## config.mk

```make
export PLATFORM = sky130hd
export DESIGN_NAME = snoop_bus_arbiter
export DESIGN_NICKNAME = d
export VERILOG_FILES = /design/src/rtl/snoop_bus_arbiter_pkg.sv /design/src/rtl/snoop_bus_arbiter_rr_pick.sv /design/src/rtl/snoop_bus_arbiter.sv
export SDC_FILE = /design/constraint.sdc
export NUM_CORES = 1
export LEC_CHECK = 0
export ABC_AREA = 1
export CAP_MARGIN = 20
export CORE_UTILIZATION = 45
export CTS_CLUSTER_SIZE = 30
export DETAILED_ROUTE_END_ITERATION = 10
export GPL_TIMING_DRIVEN = 0
export PLACE_DENSITY = 0.72
export SKIP_LAST_GASP = 1
export SYNTH_ARGS = -nofsm -noshare
export SYNTH_HDL_FRONTEND = slang
export SYNTH_SLANG_ARGS = --single-unit
```

## constraint.sdc

```tcl
create_clock -name clk -period 1.7 [get_ports clk]
set_input_delay 0.34 -clock clk [delete_from_list [all_inputs] [get_ports clk]]
set_output_delay 0.34 -clock clk [all_outputs]
set_load 0.01 [all_outputs]
```

## src/rtl/snoop_bus_arbiter_pkg.sv

```systemverilog
// Shared types for the snoop-bus arbiter: policy and FSM state encodings.
// Pure declarations; no latency or backpressure of its own.
package snoop_bus_arbiter_pkg;

   localparam int NUM_CPUS = 4;

   typedef enum logic {
      ARB_RR    = 1'b0,
      ARB_FIXED = 1'b1
   } arb_policy_e;

   typedef enum logic [1:0] {
      IDLE = 2'd0,
      OWN  = 2'd1,
      TURN = 2'd2
   } arb_state_e;

endpackage

```

## src/rtl/snoop_bus_arbiter_rr_pick.sv

```systemverilog
// Rotating-mask find-first: lowest set req bit at or above ptr, else lowest set bit overall.
// Purely combinational (0 cycles); no backpressure, found=0 when req is empty.
module snoop_bus_arbiter_rr_pick #(
   parameter int N = 4
) (
   input  logic [N-1:0]         req,
   input  logic [$clog2(N)-1:0] ptr,
   output logic                 found,
   output logic [$clog2(N)-1:0] idx
);

   localparam int IW = $clog2(N);

   logic [N-1:0]  mask;
   logic [N-1:0]  masked;
   logic [IW-1:0] lo_idx;
   logic [IW-1:0] hi_idx;
   logic          hi_hit;

   always_comb begin
      for (int i = 0; i < N; i++) begin
         mask[i] = (IW'(i) >= ptr);
      end
   end

   assign masked = req & mask;

   // Scan downward so the last hit written is the lowest index.
   always_comb begin
      lo_idx = '0;
      hi_idx = '0;
      hi_hit = 1'b0;
      for (int i = N - 1; i >= 0; i--) begin
         if (req[i]) begin
            lo_idx = IW'(i);
         end
         if (masked[i]) begin
            hi_idx = IW'(i);
            hi_hit = 1'b1;
         end
      end
   end

   assign found = |req;
   assign idx   = hi_hit ? hi_idx : lo_idx;

endmodule

```

## src/rtl/snoop_bus_arbiter.sv

```systemverilog
// Snoop-bus owner arbiter (RR or fixed priority) with hold-timeout preemption and idle turnaround.
// Latency: req->gnt 1 cycle from IDLE; owners stall others by holding req/busy, preemption bounds the wait.
module snoop_bus_arbiter
   import snoop_bus_arbiter_pkg::*;
#(
   parameter int          NUM_REQ  = NUM_CPUS,
   parameter arb_policy_e POLICY   = ARB_RR,
   parameter int          MAX_HOLD = 16,
   parameter int          CNT_W    = (MAX_HOLD < 1) ? 1 : $clog2(MAX_HOLD + 1)
) (
   input  logic                       clk,
   input  logic                       rst,
   input  logic [NUM_REQ-1:0]         req,
   input  logic [NUM_REQ-1:0]         busy,
   output logic [NUM_REQ-1:0]         gnt,
   output logic                       gnt_valid,
   output logic [$clog2(NUM_REQ)-1:0] gnt_id,
   output logic                       contention,
   output logic                       preempt,
   output logic [NUM_REQ-1:0]         err_busy
);

   localparam int                 IW         = $clog2(NUM_REQ);
   localparam logic [NUM_REQ-1:0] ONE        = NUM_REQ'(1);
   localparam logic [CNT_W-1:0]   HOLD_MAX   = CNT_W'(MAX_HOLD);
   localparam logic [IW-1:0]      LAST_IDX   = IW'(NUM_REQ - 1);
   localparam bit                 PREEMPT_EN = (MAX_HOLD != 0);

   arb_state_e         state, state_nxt;
   logic [NUM_REQ-1:0] gnt_nxt;
   logic               gnt_valid_nxt;
   logic [IW-1:0]      gnt_id_nxt;
   logic [IW-1:0]      rr_ptr, rr_ptr_nxt;
   logic [CNT_W-1:0]   hold_cnt, hold_cnt_nxt;
   logic               contention_nxt;
   logic               preempt_nxt;
   logic [NUM_REQ-1:0] err_busy_nxt;

   logic               pick_found;
   logic [IW-1:0]      pick_idx;
   logic [IW-1:0]      pick_ptr;
   logic               multi_req;
   logic               owner_req;
   logic               owner_busy;
   logic               others_req;

   // Fixed priority is the rotating pick with the rotation pinned at index 0.
   assign pick_ptr = (POLICY == ARB_RR) ? rr_ptr : '0;

   snoop_bus_arbiter_rr_pick #(
      .N (NUM_REQ)
   ) u_rr_pick (
      .req   (req),
      .ptr   (pick_ptr),
      .found (pick_found),
      .idx   (pick_idx)
   );

   assign multi_req  = |(req & (req - ONE));
   assign owner_req  = |(req & gnt);
   assign owner_busy = |(busy & gnt);
   assign others_req = |(req & ~gnt);

   always_comb begin
      state_nxt      = state;
      gnt_nxt        = gnt;
      gnt_id_nxt     = gnt_id;
      rr_ptr_nxt     = rr_ptr;
      hold_cnt_nxt   = hold_cnt;
      contention_nxt = 1'b0;
      preempt_nxt    = 1'b0;
      err_busy_nxt   = busy & ~gnt;

      unique case (state)
         IDLE: begin
            if (pick_found) begin
               gnt_nxt        = ONE << pick_idx;
               gnt_id_nxt     = pick_idx;
               hold_cnt_nxt   = '0;
               contention_nxt = multi_req;
               state_nxt      = OWN;
               if (POLICY == ARB_RR) begin
                  rr_ptr_nxt = (pick_idx == LAST_IDX) ? '0 : pick_idx + IW'(1);
               end
            end
         end
         OWN: begin
            if (hold_cnt != HOLD_MAX) begin
               hold_cnt_nxt = hold_cnt + CNT_W'(1);
            end
            // Voluntary release wins over a coincident timeout.
            if (!owner_req && !owner_busy) begin
               gnt_nxt    = '0;
               gnt_id_nxt = '0;
               state_nxt  = TURN;
            end else if (PREEMPT_EN && (hold_cnt == HOLD_MAX) && !owner_busy && others_req) begin
               gnt_nxt     = '0;
               gnt_id_nxt  = '0;
               preempt_nxt = 1'b1;
               state_nxt   = TURN;
            end
         end
         TURN: begin
            gnt_nxt    = '0;
            gnt_id_nxt = '0;
            state_nxt  = IDLE;
         end
         default: begin
            gnt_nxt    = '0;
            gnt_id_nxt = '0;
            state_nxt  = IDLE;
         end
      endcase

      gnt_valid_nxt = |gnt_nxt;
   end

   always_ff @(posedge clk) begin
      if (rst) begin
         state      <= IDLE;
         gnt        <= '0;
         gnt_valid  <= 1'b0;
         gnt_id     <= '0;
         rr_ptr     <= '0;
         hold_cnt   <= '0;
         contention <= 1'b0;
         preempt    <= 1'b0;
         err_busy   <= '0;
      end else begin
         state      <= state_nxt;
         gnt        <= gnt_nxt;
         gnt_valid  <= gnt_valid_nxt;
         gnt_id     <= gnt_id_nxt;
         rr_ptr     <= rr_ptr_nxt;
         hold_cnt   <= hold_cnt_nxt;
         contention <= contention_nxt;
         preempt    <= preempt_nxt;
         err_busy   <= err_busy_nxt;
      end
   end

endmodule

```

==> flow_metrics.py <==
metrics = {
    "run_status": {
        "run_status": "finished, violations left",
        "failing_checks": "setup timing",
    },
    "pwr": {
        "vdd_ir_drop_max_mv": 0.604,
        "power.switching_fraction": 0.344,
        "power_density_nw_per_um2": 844,
        "leakage_component_of_the_power_nw": 0.739,
        "switchingPower_w": 0.000460,
        "power.share.combinational": 0.341,
        "clock_power_share": 0.218,
        "intPower_w": 0.000879,
        "share_seq_of_total_power": 0.441,
    },
    "synthesis": {
        "post_synth_edffs": 0,
        "yosysTopAreaCell": "sky130_fd_sc_hd__dfxtp_1",
        "synth.top_cell.area_share": 0.373,
        "synth_most_common_cell": "sky130_fd_sc_hd__nand2_1",
        "synthesis.area_um2": 1180,
        "yosys_register_bits": 22,
        "synth-seq-area-share": 0.373,
        "avgSynthCellArea_um2": 6.79,
        "netlist_instances": 174,
        "yosys_warnings": 0,
        "ys.flop_type": "sky130_fd_sc_hd__dfxtp_1",
        "synth.cells.most_frequent": "sky130_fd_sc_hd__nand2_1, sky130_fd_sc_hd__inv_1, sky130_fd_sc_hd__dfxtp_1",
        "post_synth_main_area_contributors": "sky130_fd_sc_hd__dfxtp_1, sky130_fd_sc_hd__nand2_1, sky130_fd_sc_hd__inv_1",
        "syn_nets": 190,
        "synth_cell_type_count": 22,
        "synth-async-reset-ratio": 0,
    },
    "critical_path": {
        "crit_path_max_fanout": 4,
        "crit_slowest_cell": "sky130_fd_sc_hd__dfxtp_2",
        "setup.reg_to_reg.worst_slack_ns": -0.04,
        "endpoint_type_of_the_worst_setup_path": "register",
        "rr_worst_depth": 13,
        "setup_cp_type": "register to register",
        "arrival_time_reported_for_the_critical_path_endpoint_ns": 2.00,
        "longest_individual_stage_delay_on_the_worst_path_ns": 0.36,
        "cp_common_cell": "sky130_fd_sc_hd__nand2_1",
        "crit_path_required_time_ns": 1.96,
        "critPathLaunchType": "register",
        "crit_path_cell_trace": "inv_4 > o21ai_4 > nand2_1 > nor2_1 > nand2_1 > nand3_4 > ha_2 > nand2_1 > a21oi_2 > nand3_1 > nand2_1 > inv_1 > nand2_1",
        "worst_r2r_endpoint": "gnt_valid",
        "worstReg2RegStart": "pick_ptr[1]",
    },
    "run": {
        "cap_viol_max_count": 0,
    },
    "timing": {
        "timing.final.hold_violations": 0,
        "worst_clock_skew_ns": 0.00387,
        "finalMaxSlewViolations": 0,
        "worst-slew-pin-transition_ns": 0.500,
        "tns_ns": -0.0404,
        "setup_slack_ns": -0.0404,
        "fmaxAchievable_mhz": 575,
        "unrepaired_setup_endpoints_after_global_routing": "yes",
        "max-slew-margin-rel": 0.666,
        "period_needed_ns": 1.74,
        "finalHoldWorstSlack_ns": 0.311,
        "finalSetupViolCount": 1,
        "period_share": 1.02,
    },
    "routing": {
        "avgRoutedWirePerCell_um": 12.1,
        "detailedRoute.firstIterationViolations": 39,
        "detail_route.vias_per_cell": 5.07,
        "drcViolationCount": 0,
        "finalWirelength_mm": 2.84,
        "vias_after_detailed_routing": 1191,
        "drtAntennaViolNets": 0,
        "number_of_detailed_route_iterations_in_the_first_pass": 4,
    },
    "global_routing": {
        "first_pass_grt_wire_length_mm": 3.97,
        "antenna_violations_before_repair": 0,
        "first_global_vias": 980,
        "maximum_number_of_pins_on_one_net_before_global_route_repair": 13,
        "grt_usage": 0.195,
        "grt_overflow": 0,
    },
    "final_layout": {
        "syn_to_final_growth_pct": 34.4,
        "post_layout_nonfiller_instances": 235,
        "layout-drive-gt1-share": 0.224,
        "design.final.nets": 222,
        "antenna_fix_cells": 0,
        "final.fill_count": 227,
        "layout.cell_area.non_filler_um2": 1590,
    },
    "clock_tree": {
        "cts_buf_count": 3,
        "clock_tree.htree_level_count": 1,
        "numClockSinks": 22,
        "clock_root_buffer": "sky130_fd_sc_hd__clkbuf_4",
        "worst_setup_hold_path_clk_slew_ns": 0.12,
        "clk-insertion-delay-late_ns": 0.31,
        "cts_tree": "yes",
        "cts.path.max_buffers": 2,
        "cts.hold.buffers_added": 0,
    },
    "hold_path": {
        "hold_crit_path_type": "input port to register",
        "worst_hold_path.endpoint": "contention",
        "worst_min_path_start": "req[1]",
        "hold_depth": 3,
    },
    "placed_design": {
        "dpl.hpwl_mm": 1.94,
        "place_inst": 226,
        "last_weighted_congestion_value_of_the_routability_driven_placer": 0.781,
        "placement.io_buffers": 22,
        "cell_area_placed_um2": 1440,
    },
    "die": {
        "die_w_um": 53.2,
        "num_rows": 18,
        "chipHeight_um": 53.2,
        "coreArea_um2": 2480,
        "floorplan.die_area_um2": 2830,
        "initial_core_util": 0.477,
        "top_level_ports": 23,
    },
}
## power groups by stage
stage                     combinational (W)  clock, W  sequential, W
after floorplan                    0.000235         0       0.000603
after global placement             0.000357         0       0.000593
after detailed placement           0.000363         0       0.000596
after CTS                          0.000382  0.000296       0.000585
after global routing               0.000503  0.000317       0.000596
final                              0.000457  0.000292       0.000591
## per-stage QoR
step	utilization	setup slack, ns	power, W
2_1_floorplan	-	0.0242	0.000837
3_3_place_gp	0.581	-0.572	0.000951
6_report	0.641	-0.0404	0.00134
3_5_place_dp	0.581	-0.631	0.000959
4_1_cts	0.601	0.00233	0.00126
5_1_grt	0.641	-0.134	0.00142
## flip-flops by register name (all words and copies together), names as in the netlist
| signal | flops |
|---|---|
| err_busy | 4 |
| preempt | 1 |
| gnt | 4 |
| gnt_id | 2 |
| state | 2 |
| pick_ptr | 2 |
| contention | 1 |
| hold_cnt | 5 |
| gnt_valid | 1 |
## kinds of logic (layout without fill, tap and decap cells)
family / Yosys count / in the layout / synth area share
flip-flops: 22 / 22 / 0.373
adder cells (fa/ha/maj): 6 / 6 / 0.0636
AND/OR/NAND/NOR: 86 / 86 / 0.322
AO/OA/AOI/OAI: 29 / 29 / 0.139
buffers and inverters: 30 / 61 / 0.0953
XOR/XNOR: 1 / 1 / 0.00742
## how the worst max path moves through the flow
stage | start | to | slack (ns)
final | pick_ptr[1] | gnt_valid | -0.04
after global placement | req[2] | gnt_valid | -0.57
after floorplan | pick_ptr[1] | gnt_valid | 0.02
after detailed placement | req[2] | gnt_valid | -0.63
after global routing | pick_ptr[1] | gnt_valid | -0.13
after CTS | pick_ptr[1] | gnt_valid | 0.002
## layer usage
layer | share of wire | routed length (µm) | track usage
met4 | 0.027 | 76 | 0.0921
met5 | 0 | 0 | 0
met3 | 0.054 | 153 | 0.0287
met2 | 0.47 | 1330 | 0.308
met1 | 0.45 | 1280 | 0.255
## critical path: cells and delay by family, from the launching register on
| kind | cells | cell delay (ns) |
|---|---|---|
| buffers and inverters | 2 | 0.10 |
| adders and majority gates | 1 | 0.19 |
| AOI/OAI and AO/OA | 2 | 0.28 |
| DFF | 1 | 0.36 |
| and+or+nand+nor | 8 | 0.74 |
## layout by cell type (no fill, tap or decap), drive strengths merged
cell type / instances
a211oi: 2
a21oi: 12
a31oi: 1
buf: 5
clkbuf: 7
clkdlybuf4s15: 1
clkdlybuf4s50: 18
dfxtp: 22
dlygate4sd2: 1
ha: 6
inv: 29
nand2: 56
nand3: 8
nor2: 17
nor3: 4
nor4: 1
o211ai: 2
o21ai: 12
xor2: 1
## layout make-up
type,instances,area [µm²],share of cell area
flip-flops and latches,22,443,0.279
repair buffers,27,246,0.155
multi-input cells,122,707,0.445
plain buffers,1,3.75,0.00236
clock buffers,4,36.3,0.0229
inverters,29,114,0.0717
well taps,30,37.5,0.0236
## repair_timing
| item | in CTS | in global routing |
|---|---|---|
| pin swaps | 2 | 11 |
| endpoints found under the setup margin | 6 | 4 |
| setup buffers | 1 | 4 |
| resized for setup | 13 | 28 |
Note: power is estimated with default switching activity, not from simulation.
